<file path="src/rtl/guess_limit_fsm.sv">
// Guess-budget controller: registered IDLE/PLAY/WON/LOST game FSM with guess counting and warning.
// Optional best-score tracking is enabled by defining GUESS_LIMIT_BEST_SCORE_EN.
module guess_limit_fsm #(
    parameter int WIDTH       = 8,
    parameter int MAX_GUESSES = 10,
    parameter int WARN_LEFT   = 3
) (
    input  logic             clk,
    input  logic             reset,
    input  logic             start,
    input  logic             guess,
    input  logic             correct,
    output logic [WIDTH-1:0] guessCount,
    output logic [WIDTH-1:0] remaining,
    output logic             play,
    output logic             gameOver,
    output logic             won,
    output logic             lost,
    output logic             warn,
`ifdef GUESS_LIMIT_BEST_SCORE_EN
    output logic [WIDTH-1:0] bestScore,
    output logic             bestValid,
`endif
    output logic [1:0]       o_state
);

    // Handshake: start/guess are single-cycle strobes with no back-pressure;
    // a strobe is consumed on the rising clk edge where it is high, and
    // correct is only looked at when guess is high in PLAY.

    generate
        if (MAX_GUESSES < 1 || MAX_GUESSES >= 2**WIDTH) begin : g_bad_max
            $error("guess_limit_fsm: MAX_GUESSES out of range for WIDTH");
        end
        if (WARN_LEFT < 0 || WARN_LEFT >= MAX_GUESSES) begin : g_bad_warn
            $error("guess_limit_fsm: WARN_LEFT must be below MAX_GUESSES");
        end
    endgenerate

    typedef enum logic [1:0] {
        S_IDLE = 2'd0,
        S_PLAY = 2'd1,
        S_WON  = 2'd2,
        S_LOST = 2'd3
    } state_t;

    localparam logic [WIDTH-1:0] MAX_W  = WIDTH'(MAX_GUESSES);
    localparam logic [WIDTH-1:0] WARN_W = WIDTH'(WARN_LEFT);

    state_t           r_state;
    state_t           w_state_nxt;
    logic [WIDTH-1:0] r_count;
    logic [WIDTH-1:0] w_count_nxt;
    logic [WIDTH-1:0] w_count_inc;

    assign w_count_inc = r_count + WIDTH'(1);

    always_ff @(posedge clk or posedge reset) begin
        if (reset) begin
            r_state <= S_IDLE;
            r_count <= '0;
        end else begin
            r_state <= w_state_nxt;
            r_count <= w_count_nxt;
        end
    end

    // Start wins over a same-cycle guess; a win on the last allowed guess beats the limit.
    always_comb begin
        w_state_nxt = r_state;
        w_count_nxt = r_count;
        case (r_state)
            S_IDLE: begin
                if (start) begin
                    w_state_nxt = S_PLAY;
                    w_count_nxt = '0;
                end
            end
            S_PLAY: begin
                if (start) begin
                    w_count_nxt = '0;
                end else if (guess) begin
                    w_count_nxt = w_count_inc;
                    if (correct) begin
                        w_state_nxt = S_WON;
                    end else if (w_count_inc == MAX_W) begin
                        w_state_nxt = S_LOST;
                    end
                end
            end
            S_WON, S_LOST: begin
                if (start) begin
                    w_state_nxt = S_PLAY;
                    w_count_nxt = '0;
                end
            end
            default: begin
                w_state_nxt = S_IDLE;
                w_count_nxt = '0;
            end
        endcase
    end

    assign guessCount = r_count;
    assign remaining  = MAX_W - r_count;
    assign play       = (r_state == S_PLAY);
    assign won        = (r_state == S_WON);
    assign lost       = (r_state == S_LOST);
    assign gameOver   = won | lost;
    assign warn       = play && (remaining <= WARN_W);
    assign o_state    = r_state;

`ifdef GUESS_LIMIT_BEST_SCORE_EN
    logic [WIDTH-1:0] r_best;
    logic             r_best_valid;
    logic             w_win_entry;

    assign w_win_entry = (r_state == S_PLAY) && (w_state_nxt == S_WON);

    always_ff @(posedge clk or posedge reset) begin
        if (reset) begin
            r_best       <= '0;
            r_best_valid <= 1'b0;
        end else if (w_win_entry && (!r_best_valid || (w_count_nxt < r_best))) begin
            r_best       <= w_count_nxt;
            r_best_valid <= 1'b1;
        end
    end

    assign bestScore = r_best;
    assign bestValid = r_best_valid;
`endif

endmodule
</file>
<file path="config.mk">
export PLATFORM = sky130hd
export DESIGN_NAME = guess_limit_fsm
export DESIGN_NICKNAME = d
export VERILOG_FILES = /design/src/rtl/guess_limit_fsm.sv
export SDC_FILE = /design/constraint.sdc
export NUM_CORES = 1
export LEC_CHECK = 0
export BUFFER_PORTS_ARGS = -buffer_cell sky130_fd_sc_hd__buf_2
export CORE_ASPECT_RATIO = 1.2
export CORE_MARGIN = 10
export CORE_UTILIZATION = 48
export DETAILED_ROUTE_END_ITERATION = 8
export PLACE_DENSITY = 0.89
export SLEW_MARGIN = 20
export SYNTH_ARGS = -nofsm -noshare
export SYNTH_HDL_FRONTEND = slang
export SYNTH_SLANG_ARGS = --single-unit
</file>
<file path="constraint.sdc">
create_clock -name clk -period 1.6 [get_ports clk]
set_input_delay 0 -clock clk [delete_from_list [all_inputs] [get_ports clk]]
set_output_delay 0 -clock clk [all_outputs]
set_load 0.1 [all_outputs]
</file>
Word-level counts from Yosys, hierarchy flattened
Index checks and enable logic that the tools add are counted.
{ "word_totals": {"elab_cells": 30, "latchBits": 0, "mem_bits_ro": 0, "reg_bits": 10, "in_bits": 5, "mem_bits_rw": 0, "memories": 0, "output_inout_bits": 23} }
{ "classes": {"n_div": 0, "shift": 0, "n_mul": 0, "eq_ne": 9, "addsub": 2, "order_cmp": 1, "n_reduce_logical": 5, "mux": 10, "bitwise_logic": 1} }
{ "ops": {"columns": ["op", "n"], "rows": [
  ["$mux W8", 3],
  ["$pmux W8 S2", 1],
  ["$mux W2", 5],
  ["$add A8 B1 Y8 const B", 1],
  ["$eq A8 B4 Y1 const B", 1],
  ["$le A8 B2 Y1 const B", 1],
  ["$sub A4 B8 Y8 const A", 1],
  ["$eq A2 B2 Y1 const B", 2],
  ["$ne A2 B2 Y1 const B", 2],
  ["$pmux W2 S2", 1],
  ["$reduce_and A4 Y1", 1],
  ["$ne A3 B2 Y1 const B", 1],
  ["$ne A3 B3 Y1 const B", 1],
  ["$reduce_or A3 Y1", 1],
  ["$eq A2 B1 Y1 const B", 1],
  ["$logic_not A2 Y1", 1],
  ["$ne A2 B1 Y1 const B", 1],
  ["$reduce_and A2 Y1", 1],
  ["$logic_and A1 B1 Y1", 1],
  ["$or A1 B1 Y1", 1]
]} }

Logic depth before layout (Yosys ltp)
{ "depth": {"depth_word": 7, "ltp_mapped": 5, "depth_no_buf": 5} }

Worst setup path before layout
No wires, ideal clock.
{ "synth_timing": {"kind": "reg2out", "from": "register r_state[0] (netlist: o_state[0])", "to": "output port warn", "path_slack_ns": -3.820, "t_arrival_ns": 5.420, "required_time_ns": 1.600, "path_buffers": 0, "path_stages_with_launch": 4, "path_cell_list": "dfrtp_1 -> nor2b_1 -> nand2b_1 -> nor4_1"} }
{ "synth_between": {"elab_chain_cells": 2} }
{ "synth_lines": {"columns": ["item", "line_no", "text"], "rows": [
  ["start, declared", "50", "state_t r_state;"],
  ["start signal, assigned", "63", "r_state <= w_state_nxt;"],
  ["$eq A2 B1 Y1", "106", "assign play = (r_state == S_PLAY);"],
  ["named net play", "15", "output logic play,"],
  ["$logic_and A1 B1 Y1", "110", "assign warn = play && (remaining <= WARN_W);"],
  ["end, declared", "19", "output logic warn,"]
]} }
The timed path passes the listed nets, and every way through them passes these cells.

Worst setup path in the final report
{ "layout_timing": {"from": "register r_count[0] (netlist: guessCount[0])", "to": "output port warn"} }
{ "layout_between": {"elab_chain_cells": 3} }
{ "layout_lines": {"columns": ["item", "line_no", "text"], "rows": [
  ["start, declared", "52", "logic [WIDTH-1:0] r_count;"],
  ["start signal, assigned", "64", "r_count <= w_count_nxt;"],
  ["$sub A4 B8 Y8", "105", "assign remaining = MAX_W - r_count;"],
  ["$le A8 B2 Y1", "110", null],
  ["$logic_and A1 B1 Y1", "110", null]
]} }
Every way passes these cells.

==> reports/qor.yml <==
timing:
  report.final.setup_viol: 6
  hold_viol_final: 0
  finalCritPeriodShare_pct: 114
  finalWorstPathRequiredPeriod_ns: 1.82
  max-slew-margin-rel_pct: 66.2
  worst_clock_skew_ns: 0.00202
  maxSlewViolCount: 0
  setup_ws_ns: -0.223
  tightestPinTransition_ns: 0.510
  rsz0062_at_grt: "yes"
  max_freq_ghz: 0.549
  fin_hold_ws_ns: 0.0544
synth:
  postSynthNetCount: 102
  yosys-top-cells-area: "sky130_fd_sc_hd__dfrtp_1 (31%), sky130_fd_sc_hd__xor2_1 (13%), sky130_fd_sc_hd__nor2_1 (6.9%)"
  ys.warnings.count: 0
  synth.ff_latch_count: 10
  postSynth.asyncResetShare_pct: 100
  post_synth.cell_area_avg_um2: 8.68
  mappedNetlistArea_um2: 816
  number_of_synthesized_flops_with_an_enable_pin: 0
  synth-seq-area-share_pct: 30.7
  dominantRegCellSynth: "sky130_fd_sc_hd__dfrtp_1"
  netlist_instances: 94
  synth.top_cells.by_count: "sky130_fd_sc_hd__nor2_1 (15), sky130_fd_sc_hd__xor2_1 (12), sky130_fd_sc_hd__dfrtp_1 (10)"
  yosys.area.top_type_share_pct: 30.7
  synth_area_leader_cell: "sky130_fd_sc_hd__dfrtp_1"
  synth.distinct_cells: 35
  synth.most_common_cell: "sky130_fd_sc_hd__nor2_1"
place:
  detailedPlacementHpwl_um: 1930
  gp_congestion: 0.788
  placement.io_buffers: 27
route:
  num_vias: 881
  wirelength_um: 3100
  antenna_violating_nets_post_route: 0
  post_drt_wl_per_cell_um: 20.5
  drt_first_pass_iters: 6
  drt_first_iter_violations: 35
  vias_per_cell: 5.83
  remaining_drc_errors: 0
global_routing:
  grt_util_met2_pct: 27.6
  globalRoute.totalOverflow: 0
  grt_first_pass_wirelength_um: 4100
  grt_most_used_layer: "met2"
  groute.usage.overall_pct: 13.5
  grt_antenna_before_repair: 0
  globalRouteMet3Util_pct: 4.04
  global_route.usage.met1_pct: 12.5
  grt_max_degree: 12
  first_global_vias: 882
floorplanning:
  top_level_ports: 28
  area_enclosed_by_the_die_boundary_um2: 3760
  die-width_um: 57.6
  core_ar_um2: 1620
  core.rowCount: 16
  dieHeight_um: 65.2
  initial_utilization_pct: 50.3
clock_network:
  tritoncts_buffers: 3
  clockRootBuffer: "sky130_fd_sc_hd__clkbuf_4"
  tritoncts_clock_tree: "done"
  clock_path_buffers: 2
  later_pin_clock_latency_in_the_skew_report_ns: 0.26
  cts_sinks: 10
  htree_num_levels: 1
  path_clk_slew_ns: 0.07
final_layout:
  drive_gt1_share_pct: 63.2
  num-nets-final: 143
  fillers: 62
  n_antenna_cell: 0
  area_growth_syn_to_layout_pct: 79.1
worst_setup_path:
  endpoint_kind: "primary output"
  worstPathRequired_ns: 1.60
  kind_of_start_point_of_the_critical_path: "flop"
  crit_path_max_fanout: 8
  cp.arrival_ns: 1.82
  criticalPathCategory: "flop to primary output"
power_and_ir_drop:
  max-vdd-ir-drop_mv: 0.658
  report.power.total_uw: 906
  powerDensity_nw_per_um2: 620
  power_leakage_nw: 0.673
run:
  drv_cap: 0
worst_hold_path:
  hp-class: "input pin to flop"
run_status:
  outcome: "complete, but fails checks"
  failed_checks: "setup timing"
==> area by class of cell <==
| type | instances | area, um^2 | area share (%) |
|---|---|---|---|
| clock buffers | 3 | 22.5 | 1.54 |
| inverters | 2 | 7.51 | 0.514 |
| multi-input cells | 71 | 688 | 47.1 |
| flip-flops and latches | 10 | 278 | 19.0 |
| well taps | 18 | 22.5 | 1.54 |
| repair buffers | 47 | 443 | 30.3 |
==> where the power goes <==
group / switching [mW] / internal, mW / leakage, nW
registers: 0.0166 / 0.267 / 0.117
logic: 0.328 / 0.118 / 0.542
clock network: 0.0891 / 0.0868 / 0.0138
total: 0.434 / 0.472 / 0.673
==> worst paths after layout <==
kind | from | endpoint | slack (ns) | depth (start not counted)
worst min register to register | o_state[0] | o_state[0] | 0.66 | 2
min in group asynchronous | reset | guessCount[4] | 0.26 | 3
max in group asynchronous | reset | guessCount[3] | 1.00 | 3
worst max-delay path | guessCount[0] | warn | -0.22 | 6
worst max register to register | o_state[1] | guessCount[3] | -0.06 | 4
worst min-delay path | start | guessCount[4] | 0.05 | 2
==> worst max-delay path: stages (launching register included) <==
cell,delay [ns]
sky130_fd_sc_hd__dfrtp_4,0.44
sky130_fd_sc_hd__buf_6,0.14
sky130_fd_sc_hd__nand2_4,0.06
sky130_fd_sc_hd__a21oi_4,0.19
sky130_fd_sc_hd__mux2i_1,0.18
sky130_fd_sc_hd__nor4_4,0.33
sky130_fd_sc_hd__buf_12,0.21
==> registers in the layout, indices dropped and copies added, names as in the netlist <==
name and cells:
o_state 2, guessCount 8
==> through the flow <==
| stage | setup WS (ns) | utilization [%] | std cells | cell area, um^2 | setup TNS [ns] |
|---|---|---|---|---|---|
| floorplan | -0.997 | - | 94 | 980 | -4.37 |
| global placement | 0.00610 | 79.0 | 142 | 1280 | 0 |
| detailed placement | -0.0535 | 79.0 | 142 | 1280 | -0.0585 |
| CTS | -0.247 | 83.3 | 147 | 1350 | -0.813 |
| global route | -0.283 | 90.1 | 151 | 1460 | -1.34 |
| finish | -0.223 | 90.1 | 151 | 1460 | -0.939 |
==> per-layer routing <==
| metal | share of wire, % | vias up | wire, um |
|---|---|---|---|
| li1 | - | 390 | - |
| met1 | 33 | 418 | 1030 |
| met2 | 55 | 59 | 1700 |
| met3 | 7.4 | 14 | 230 |
| met4 | 4.5 | 0 | 140 |
| met5 | 0 | - | 0 |
==> placed cells by master (no fill, tap or decap), drive strengths merged <==
cell         Yosys  routed
clkbuf           3       4
a21oi            1       1
and2             3       3
or3              1       1
a211oi           2       2
o32ai            1       1
mux2i            1       1
o21ai            2       2
nor4b            1       1
a22o             1       1
and3             1       1
nand2            5       5
inv              2       2
a21boi           1       1
nor2            15      15
dfrtp           10      10
a2bb2oi          1       1
and3b            1       1
buf              8      45
a31oi            2       2
nor2b            2       2
nor4             1       1
nand2b           2       2
xor2            12      12
nand3            4       4
ha               3       3
xnor2            4       4
nand4            2       2
a41oi            1       1
dlygate4sd3      0       1
and4             1       1
==> kinds of logic (layout without fill, tap and decap cells) <==
group / after synthesis / after routing / share of synthesized area (%)
adder cells (fa/ha/maj): 3 / 3 / 4.60
AND/OR/NAND/NOR: 39 / 39 / 24.5
buffers and inverters: 13 / 52 / 10.3
AO/OA/AOI/OAI: 12 / 12 / 11.5
XOR/XNOR: 16 / 16 / 17.2
flip-flops: 10 / 10 / 30.7
multiplexers: 1 / 1 / 1.23
==> repair_timing <==
item	CTS	global route
hold buffers	1	0
resized for setup	9	19
pin swaps	7	4
hold endpoints to repair	10	0
buffers inserted	1	4
cloned	0	0
endpoints found under the setup margin	5	7
Note: power is estimated with default switching activity, not from simulation.
